===== config.mk =====
export PLATFORM = sky130hd
export DESIGN_NAME = phase_driver
export DESIGN_NICKNAME = d
export VERILOG_FILES = /design/src/rtl/phase_driver_pkg.sv /design/src/rtl/phase_driver_hall_effect_sensor.sv /design/src/rtl/phase_driver.sv
export SDC_FILE = /design/constraint.sdc
export NUM_CORES = 1
export LEC_CHECK = 0
export CAP_MARGIN = 10
export CELL_PAD_IN_SITES_DETAIL_PLACEMENT = 1
export CELL_PAD_IN_SITES_GLOBAL_PLACEMENT = 2
export CORE_MARGIN = 3
export CORE_UTILIZATION = 30
export DETAILED_ROUTE_END_ITERATION = 7
export PLACE_DENSITY = 0.73
export SETUP_SLACK_MARGIN = 0.15
export SLEW_MARGIN = 5
export SYNTH_ARGS = -nofsm -noshare
export SYNTH_HDL_FRONTEND = slang
export SYNTH_SLANG_ARGS = --single-unit

===== constraint.sdc =====
create_clock -name clk -period 2.33 [get_ports clk]
set_clock_uncertainty 0.2 [all_clocks]
set_input_delay 0.3495 -clock clk [delete_from_list [all_inputs] [get_ports clk]]
set_output_delay 0.3495 -clock clk [all_outputs]
set_load 0.02 [all_outputs]

===== src/rtl/phase_driver_pkg.sv =====
// Shared definitions for the three-phase hall-commutated PWM gate driver:
// hall code constants, per-phase target encoding and default parameters.
package phase_driver_pkg;

    localparam int MAX_COUNTER_DEF         = 'h3FF;
    localparam int MAX_DUTY_CYCLE_DEF      = 'h3FF;
    localparam int DUTY_CYCLE_STEP_RES_DEF = 1;
    localparam int DEAD_TIME_DEF           = 2;

    // Valid six-step hall sequence, bit0=A, bit1=B, bit2=C
    localparam logic [2:0] HALL_S0 = 3'b101;
    localparam logic [2:0] HALL_S1 = 3'b100;
    localparam logic [2:0] HALL_S2 = 3'b110;
    localparam logic [2:0] HALL_S3 = 3'b010;
    localparam logic [2:0] HALL_S4 = 3'b011;
    localparam logic [2:0] HALL_S5 = 3'b001;
    localparam logic [2:0] HALL_INV_LO = 3'b000;
    localparam logic [2:0] HALL_INV_HI = 3'b111;

    typedef enum logic [1:0] {
        TGT_OFF,
        TGT_HIGH,
        TGT_LOW
    } target_e;

endpackage


===== src/rtl/phase_driver_hall_effect_sensor.sv =====
// Combinational hall decode: u marks the PWM phase, z the floating phase.
// Invalid codes float every phase.
module hall_effect_sensor
    import phase_driver_pkg::*;
(
    input  logic [2:0] hall,
    output logic [2:0] u,
    output logic [2:0] z
);

    always_comb begin
        u = 3'b000;
        z = 3'b111;
        case (hall)
            HALL_S0: begin u = 3'b001; z = 3'b100; end
            HALL_S1: begin u = 3'b001; z = 3'b010; end
            HALL_S2: begin u = 3'b010; z = 3'b001; end
            HALL_S3: begin u = 3'b010; z = 3'b100; end
            HALL_S4: begin u = 3'b100; z = 3'b010; end
            HALL_S5: begin u = 3'b100; z = 3'b001; end
            HALL_INV_LO, HALL_INV_HI: begin u = 3'b000; z = 3'b111; end
        endcase
    end

endmodule


===== src/rtl/phase_driver.sv =====
// Six-step PWM output stage with per-phase dead-time insertion.
// Define PHASE_DRIVER_HALL_SYNC_EN to add a 2-flop synchronizer on hall.
module phase_driver
    import phase_driver_pkg::*;
#(
    parameter int MAX_COUNTER         = MAX_COUNTER_DEF,
    parameter int COUNTER_WIDTH       = $clog2(MAX_COUNTER),
    parameter int MAX_DUTY_CYCLE      = MAX_DUTY_CYCLE_DEF,
    parameter int DUTY_CYCLE_WIDTH    = $clog2(MAX_DUTY_CYCLE),
    parameter int DUTY_CYCLE_STEP_RES = DUTY_CYCLE_STEP_RES_DEF,
    parameter int DEAD_TIME           = DEAD_TIME_DEF
) (
    input  logic                        clk,
    input  logic                        rst_n,
    input  logic                        en,
    input  logic [2:0]                  hall,
    input  logic [DUTY_CYCLE_WIDTH-1:0] duty_cycle,
    output logic [2:0]                  phase_h,
    output logic [2:0]                  phase_l
);

    localparam int DT_W = (DEAD_TIME > 1) ? $clog2(DEAD_TIME) : 1;
    localparam logic [DT_W-1:0] DT_M1 = DT_W'((DEAD_TIME > 0) ? DEAD_TIME - 1 : 0);

    logic [2:0] hall_dec;

`ifdef PHASE_DRIVER_HALL_SYNC_EN
    logic [2:0] hall_s1_q, hall_s2_q;
    // Reset to an invalid code so the outputs float until hall settles
    always_ff @(posedge clk or negedge rst_n) begin
        if (!rst_n) begin
            hall_s1_q <= HALL_INV_HI;
            hall_s2_q <= HALL_INV_HI;
        end else begin
            hall_s1_q <= hall;
            hall_s2_q <= hall_s1_q;
        end
    end
    assign hall_dec = hall_s2_q;
`else
    assign hall_dec = hall;
`endif

    logic [2:0] u, z;

    hall_effect_sensor u_hall (
        .hall (hall_dec),
        .u    (u),
        .z    (z)
    );

    logic [COUNTER_WIDTH-1:0] pwm_cnt_q, pwm_cnt_d;

    always_comb begin
        pwm_cnt_d = (pwm_cnt_q == COUNTER_WIDTH'(MAX_COUNTER)) ? '0 : pwm_cnt_q + 1'b1;
    end

    always_ff @(posedge clk or negedge rst_n) begin
        if (!rst_n) pwm_cnt_q <= '0;
        else        pwm_cnt_q <= pwm_cnt_d;
    end

    for (genvar j = 0; j < 3; j++) begin : g_phase
        logic [DUTY_CYCLE_WIDTH-1:0] duty_j;
        logic [31:0]                 thr_j;
        target_e                     tgt;
        logic                        ok;
        logic                        h_q, h_d, l_q, l_d;
        logic [DT_W-1:0]             dt_q, dt_d;

        always_comb begin
            duty_j = u[j] ? duty_cycle : '0;
            thr_j  = 32'(duty_j) * 32'(DUTY_CYCLE_STEP_RES);
            if (z[j] || !en)
                tgt = TGT_OFF;
            else if ((32'(duty_j) >= 32'(MAX_DUTY_CYCLE)) || (32'(pwm_cnt_q) < thr_j))
                tgt = TGT_HIGH;
            else
                tgt = TGT_LOW;

            // A gate may turn on only once both gates have been off long enough
            // with an active target; floating restarts the dead-time count.
            ok  = (DEAD_TIME == 0) || (!h_q && !l_q && (dt_q >= DT_M1));
            h_d = (tgt == TGT_HIGH) && (h_q || ok);
            l_d = (tgt == TGT_LOW)  && (l_q || ok);

            if (h_q || l_q || (tgt == TGT_OFF)) dt_d = '0;
            else if (dt_q >= DT_M1)             dt_d = dt_q;
            else                                dt_d = dt_q + 1'b1;
        end

        always_ff @(posedge clk or negedge rst_n) begin
            if (!rst_n) begin
                h_q  <= 1'b0;
                l_q  <= 1'b0;
                dt_q <= '0;
            end else begin
                h_q  <= h_d;
                l_q  <= l_d;
                dt_q <= dt_d;
            end
        end

        assign phase_h[j] = h_q;
        assign phase_l[j] = l_q;
    end

endmodule


==> run_results.csv, run 1 <==
group,metric,value,unit
outcome,outcome,"completed",
setup_path,cp-end-kind,"flop",
setup_path,path_class,"input pin to flop",
power_and_ir_drop,pwr-share-seq,0.452,
finish,diodes,0,
floorplan,dieArea,0.00641,mm²
power_and_ir_drop,max-vdd-ir-drop,0.000173,V
setup_path,required,2.30,ns
detailed_routing,drt_iter0_drc,60,
setup_path,critPathLaunchType,"input pin",
cts,clockBufferDepth,2,
cts,postCtsHoldBufs,0,
logic_synthesis,synth_nets,239,
logic_synthesis,ys_types,32,
floorplan,initial_utilization,0.316,
cts,cts_buffers,3,
power_and_ir_drop,p_int,553,µW
global_route,grt_max_degree,20,
floorplan,die_h,80.1,µm
global_route,grt_pass1_vias,1734,
finish,register_area,475,µm²
global_route,antenna_found_initial,0,
logic_synthesis,synth_enable_flop_cells,0,
cts,htree_num_levels,1,
sta,rsz0062_at_grt,"yes",
sta,setup-violations-final,0,
cts,clk_latency,0.25,ns
floorplan,num_rows,26,
sta,worst_pin_slew,0.448,ns
detailed_routing,first_pass_iters,4,
logic_synthesis,netlist_area,0.00165,mm²
setup_path,cp_max_fo,7,
power_and_ir_drop,powerDensity,336,mW/mm²
detailed_routing,ant_nets,0,
power_and_ir_drop,total_power,759,µW
logic_synthesis,yosysSeqAreaShare,0.289,
floorplan,die_w,80.1,µm
sta,min_period,2.09,ns
cts,clockRootBuffer,"clkbuf_8",
logic_synthesis,synth_top_cell_by_area,"dfrtp_1",
floorplan,io_pins,22,
floorplan,core_region_area,0.00520,mm²
detailed_routing,wl,5040,µm
logic_synthesis,async_reset_ff_frac,1.00,
cts,cts.sinks,19,
power_and_ir_drop,p_leak,1.02,nW
global_route,track_usage,0.167,
logic_synthesis,syn_avg_cell_area,8.57,µm²
sta,drv_slew,0,
logic_synthesis,synth_warnings,0,
detailed_routing,viasPerCell,5.22,
power_and_ir_drop,power_frac_comb,0.245,
finish,nets,279,
logic_synthesis,synth_top_area_frac,0.289,
logic_synthesis,syn_inst,192,
placed_design,hpwlAfterDp,3980,µm
cts,tritoncts,"yes",
sta,timing.final.crit_share,0.898,
min_path,min_path_type,"input pin to asynchronous set/reset pin",
detailed_routing,drcViolationCount,0,
sta,finalHoldViolCount,0,
finish,final_cell_mix,"34 x nand2_1, 24 x ha_1, 20 x buf_4",
sta,slew_headroom,0.701,
placed_design,io_buffers,21,
logic_synthesis,ys.flop_type,"dfrtp_1",
flow_run,drv_cap,0,
global_route,grt_overflow,0,
finish,multi_input_area,0.00123,mm²
logic_synthesis,synth.area.top_cells,"dfrtp_1 29%, ha_1 24%, nand2_1 8.7%",
setup_path,worstPathArrival,2.06,ns
sta,fmax,478,MHz
placed_design,placed_cell_area,0.00203,mm²
finish,final_common_cell,"nand2_1",
power_and_ir_drop,p_sw_frac,0.271,
logic_synthesis,synth-seq-cells,19,
finish,syn2layout_area_growth,37.3,%
finish,fin_area,0.00226,mm²
sta,hold_slack,0.232,ns
detailed_routing,wl_per_cell,16.8,µm
power_and_ir_drop,p_switching,206,µW
placed_design,routabilityCongestion,0.871,
finish,fill_cells,604,
global_route,grt_pass1_wl,8340,µm
detailed_routing,via_count,1572,
finish,layout-drive-gt1-share,0.216,
cts,clk_transition_reported_paths,0.07,ns
power_and_ir_drop,clockPowerShare,0.304,
-- metrics by stage --
step                       util  cells  TNS (ns)  worst slack, ns
after global routing      0.434    301         0            0.139
after global placement    0.390    294     -2.01           -0.382
after detailed placement  0.390    294     -2.51           -0.483
final                     0.434    301         0            0.239
after floorplan               -    192         0            0.177
after CTS                 0.419    300         0            0.169
-- layer usage --
layer	global-route usage	part of all wire
met5	0	0
met2	0.288	0.49
met1	0.215	0.46
met4	0.0676	0.025
met3	0.0135	0.030
-- synth_stat cells (2+ instances only) --
library cell / n
a211oi_1: 4
a21oi_1: 12
and3_1: 4
and4_1: 2
buf_4: 7
dfrtp_1: 19
ha_1: 31
inv_1: 8
nand2_1: 38
nand2b_1: 4
nand3_1: 2
nand4_1: 9
nor2_1: 13
nor2b_1: 3
nor3_1: 5
nor4bb_1: 3
o21ai_0: 6
o311ai_1: 2
or4_1: 2
xnor2_1: 4
xor2_1: 3
-- worst max-delay path: stages --
cell             delay, ns
clkdlybuf4s15_1       0.23
inv_2                 0.11
ha_4                  0.18
nand2_1               0.07
ha_1                  0.30
nand4_1               0.13
nor3_2                0.23
o311ai_2              0.15
a221oi_2              0.29
-- state kept, by name, summed over array words and instances (netlist names) --
name          count
pwm_cnt_q        10
g_phase.dt_q      3
g_phase.h_q       3
g_phase.l_q       3
-- cells by family after synthesis --
group | count (synthesis) | share of synthesized area
xor+xnor | 7 | 0.0373
simple gates | 88 | 0.265
buf+inv | 16 | 0.0525
compound gates | 31 | 0.120
flops | 19 | 0.289
fa+ha+maj | 31 | 0.236
-- area by class of cell --
| cell class | instances | share of cell area |
|---|---|---|
| timing repair buffer | 43 | 0.173 |
| tap | 70 | 0.0388 |
| clock buffer | 4 | 0.0199 |
| inverter | 8 | 0.0133 |
| multi-input combinational | 157 | 0.544 |
| sequential | 19 | 0.210 |
-- power groups by stage --
stage / Clock, mW / Combinational (mW) / Sequential (mW)
2_1_floorplan: 0 / 0.0749 / 0.347
3_3_place_gp: 0 / 0.157 / 0.348
3_5_place_dp: 0 / 0.164 / 0.349
4_1_cts: 0.241 / 0.179 / 0.343
5_1_grt: 0.258 / 0.207 / 0.344
6_report: 0.230 / 0.186 / 0.343
-- path summary, 6_finish.rpt --
path	startpoint	to	slack, ns	cells past startpoint
max reg2reg	pwm_cnt_q[4]$_DFF_PN0_	g_phase[0].l_q$_DFF_PN0_	0.29	5
max	hall[1]	g_phase[0].l_q$_DFF_PN0_	0.24	9
min reg2reg	g_phase[1].h_q$_DFF_PN0_	g_phase[1].dt_q$_DFFE_PN0P_	0.28	1
min	rst_n	g_phase[0].h_q$_DFF_PN0_	0.23	2
min in group clk	g_phase[1].h_q$_DFF_PN0_	g_phase[1].dt_q$_DFFE_PN0P_	0.28	1
max in group asynchronous	rst_n	pwm_cnt_q[3]$_DFF_PN0_	1.47	2
-- what timing repair did --
action,in CTS,in global routing
pin swaps,5,10
endpoints found under the setup margin,6,6
resized for setup,24,18
endpoints found under the hold margin,0,0
buffers inserted,2,1
No activity file was read; power rests on OpenSTA's default activity.
==> inputs of run 2 (changes only) <==
Settings changed: CORE_MARGIN 3 to unset.
==> run 2 against run 1 <==
  * Power shrank 0.15%
  * First-iteration DRC count grew 10%
  * Wire length shrank 2.3%
  * Flip-flop and latch count is the same
  * Register-to-register slack gained 0.04 ns
  * Global-route usage grew 1.6 points
  * Fmax shrank 1.1%
  * Utilization shrank 1.3 points
  * Sequential power is essentially flat
  * Highest routed layer unchanged
==> run_results.csv, run 2 (synthesis gave the netlist of run 1 again) <==
group,metric,value,unit
placed_design,routabilityCongestion,0.839,
finish,fin_area,0.00219,mm²
sta,slew_headroom,0.756,
placed_design,hpwlAfterDp,3960,µm
global_route,grt_overflow,0,
cts,htree_num_levels,1,
global_route,grt_pass1_vias,1707,
sta,setup-violations-final,0,
detailed_routing,via_count,1554,
floorplan,core_region_area,0.00520,mm²
power_and_ir_drop,p_leak,0.963,nW
detailed_routing,ant_nets,0,
power_and_ir_drop,max-vdd-ir-drop,0.000187,V
cts,cts_buffers,3,
global_route,grt_max_degree,20,
detailed_routing,first_pass_iters,4,
global_route,track_usage,0.183,
global_route,grt_pass1_wl,8330,µm
setup_path,cp_num_cells,10,
sta,rsz0062_at_grt,"yes",
finish,final_common_cell,"nand2_1",
setup_path,crit_family,"compound AO/OA/AOI/OAI gates",
setup_path,worstPathArrival,2.12,ns
setup_path,crit_path_cell_trace,"dlygate4sd2_1, nor2_2, buf_4, nand2_1, ha_1, nand4_1, a211o_1, a211oi_2, buf_4, o221a_2",
floorplan,num_rows,26,
detailed_routing,wl,4930,µm
finish,nets,277,
floorplan,die_h,76.1,µm
placed_design,dp.cells,295,
placed_design,placed_cell_area,0.00204,mm²
detailed_routing,drcViolationCount,0,
setup_path,crit_slowest_cell,"dlygate4sd2_1",
placed_design,pre_cts_ws,-0.433,ns
power_and_ir_drop,total_power,757,µW
detailed_routing,wl_per_cell,16.5,µm
finish,largest_reg_flops,10,
sta,timing.final.crit_share,0.907,
finish,fill_cells,622,
sta,worst_pin_slew,0.366,ns
detailed_routing,drt_iter0_drc,66,
flow_run,drv_cap,0,
outcome,outcome,"completed",
finish,largest-register,"pwm_cnt_q",
finish,diodes,0,
detailed_routing,viasPerCell,5.20,
floorplan,initial_utilization,0.316,
sta,fmax,473,MHz
sta,drv_slew,0,
cts,clockRootBuffer,"clkbuf_8",
cts,clk_transition_reported_paths,0.08,ns
sta,fin_ws,0.216,ns
sta,min_period,2.11,ns
setup_path,cp.buffers_inverters,3,
setup_path,reg2reg_to,"g_phase[2].l_q$_DFF_PN0_",
setup_path,rr_startpoint,"pwm_cnt_q[4]$_DFF_PN0_",
setup_path,cp-end-kind,"flop",
setup_path,cp_max_fo,6,
setup_path,path_class,"input pin to flop",
cts,cts.sinks,19,
setup_path,r2r_cells,6,
min_path,min_path_type,"input pin to asynchronous set/reset pin",
finish,fin_cells,299,
setup_path,required,2.34,ns
cts,clockBufferDepth,2,
setup_path,r2r_setup_slack,0.33,ns
setup_path,max_stage_delay,0.30,ns
power_and_ir_drop,powerDensity,345,mW/mm²
floorplan,die_w,76.1,µm
setup_path,critPathLaunchType,"input pin",
setup_path,cpMostUsedCell,"buf_4",
placed_design,io_buffers,21,
finish,syn2layout_area_growth,33.3,%
cts,postCtsHoldBufs,0,
floorplan,dieArea,0.00578,mm²
finish,final_cell_mix,"37 x nand2_1, 25 x ha_1, 20 x buf_4",
global_route,antenna_found_initial,0,
floorplan,io_pins,22,
cts,tritoncts,"yes",
cts,clk_latency,0.26,ns
finish,layout-drive-gt1-share,0.179,
sta,finalHoldViolCount,0,
## run 2: how the worst max path moves through the flow
stage | start | to | slack, ns
3_3_place_gp | hall[2] | g_phase[0].l_q$_DFF_PN0_ | -0.39
2_1_floorplan | hall[0] | g_phase[2].l_q$_DFF_PN0_ | 0.18
4_1_cts | hall[2] | g_phase[2].l_q$_DFF_PN0_ | 0.09
5_1_grt | hall[0] | g_phase[2].l_q$_DFF_PN0_ | 0.14
6_report | hall[2] | g_phase[2].l_q$_DFF_PN0_ | 0.22
3_5_place_dp | hall[0] | g_phase[2].l_q$_DFF_PN0_ | -0.43
## run 2: power breakdown
group          internal (mW)  switching (mW)  total [mW]  leakage (nW)
Combinational         0.0895          0.0866       0.176         0.693
Clock                  0.122           0.117       0.239        0.0228
Sequential             0.337         0.00537       0.343         0.247
## run 2: area by class of cell
class | count | area (µm²) | share of cell area
Timing Repair Buffer | 41 | 357 | 0.163
Tap cell | 70 | 87.6 | 0.0399
Inverter | 8 | 30.0 | 0.0137
Multi-Input combinational cell | 157 | 1200 | 0.546
Sequential cell | 19 | 475 | 0.217
Clock buffer | 4 | 45.0 | 0.0205
## run 2: metrics by stage
| step | utilization | setup TNS, ns | hold slack [ns] |
|---|---|---|---|
| after floorplan | - | 0 | -0.146 |
| after global placement | 0.391 | -1.91 | 0.244 |
| after detailed placement | 0.391 | -2.33 | 0.260 |
| after CTS | 0.409 | 0 | 0.238 |
| after global routing | 0.421 | 0 | 0.248 |
| final | 0.421 | 0 | 0.228 |
## run 2: timing repair
action / 4_1_cts / 5_1_grt
endpoints found under the setup margin: 6 / 6
pin swaps: 3 / 6
buffers inserted: 0 / 0
gates resized for setup: 14 / 9
## run 2: per-layer routing
metal / vias up / global-route usage / routed length, µm
met1: 750 / 0.226 / 2220
li1: 760 / - / -
met3: 10 / 0.0204 / 167
met2: 34 / 0.321 / 2430
met5: - / 0 / 0
met4: 0 / 0.0827 / 106
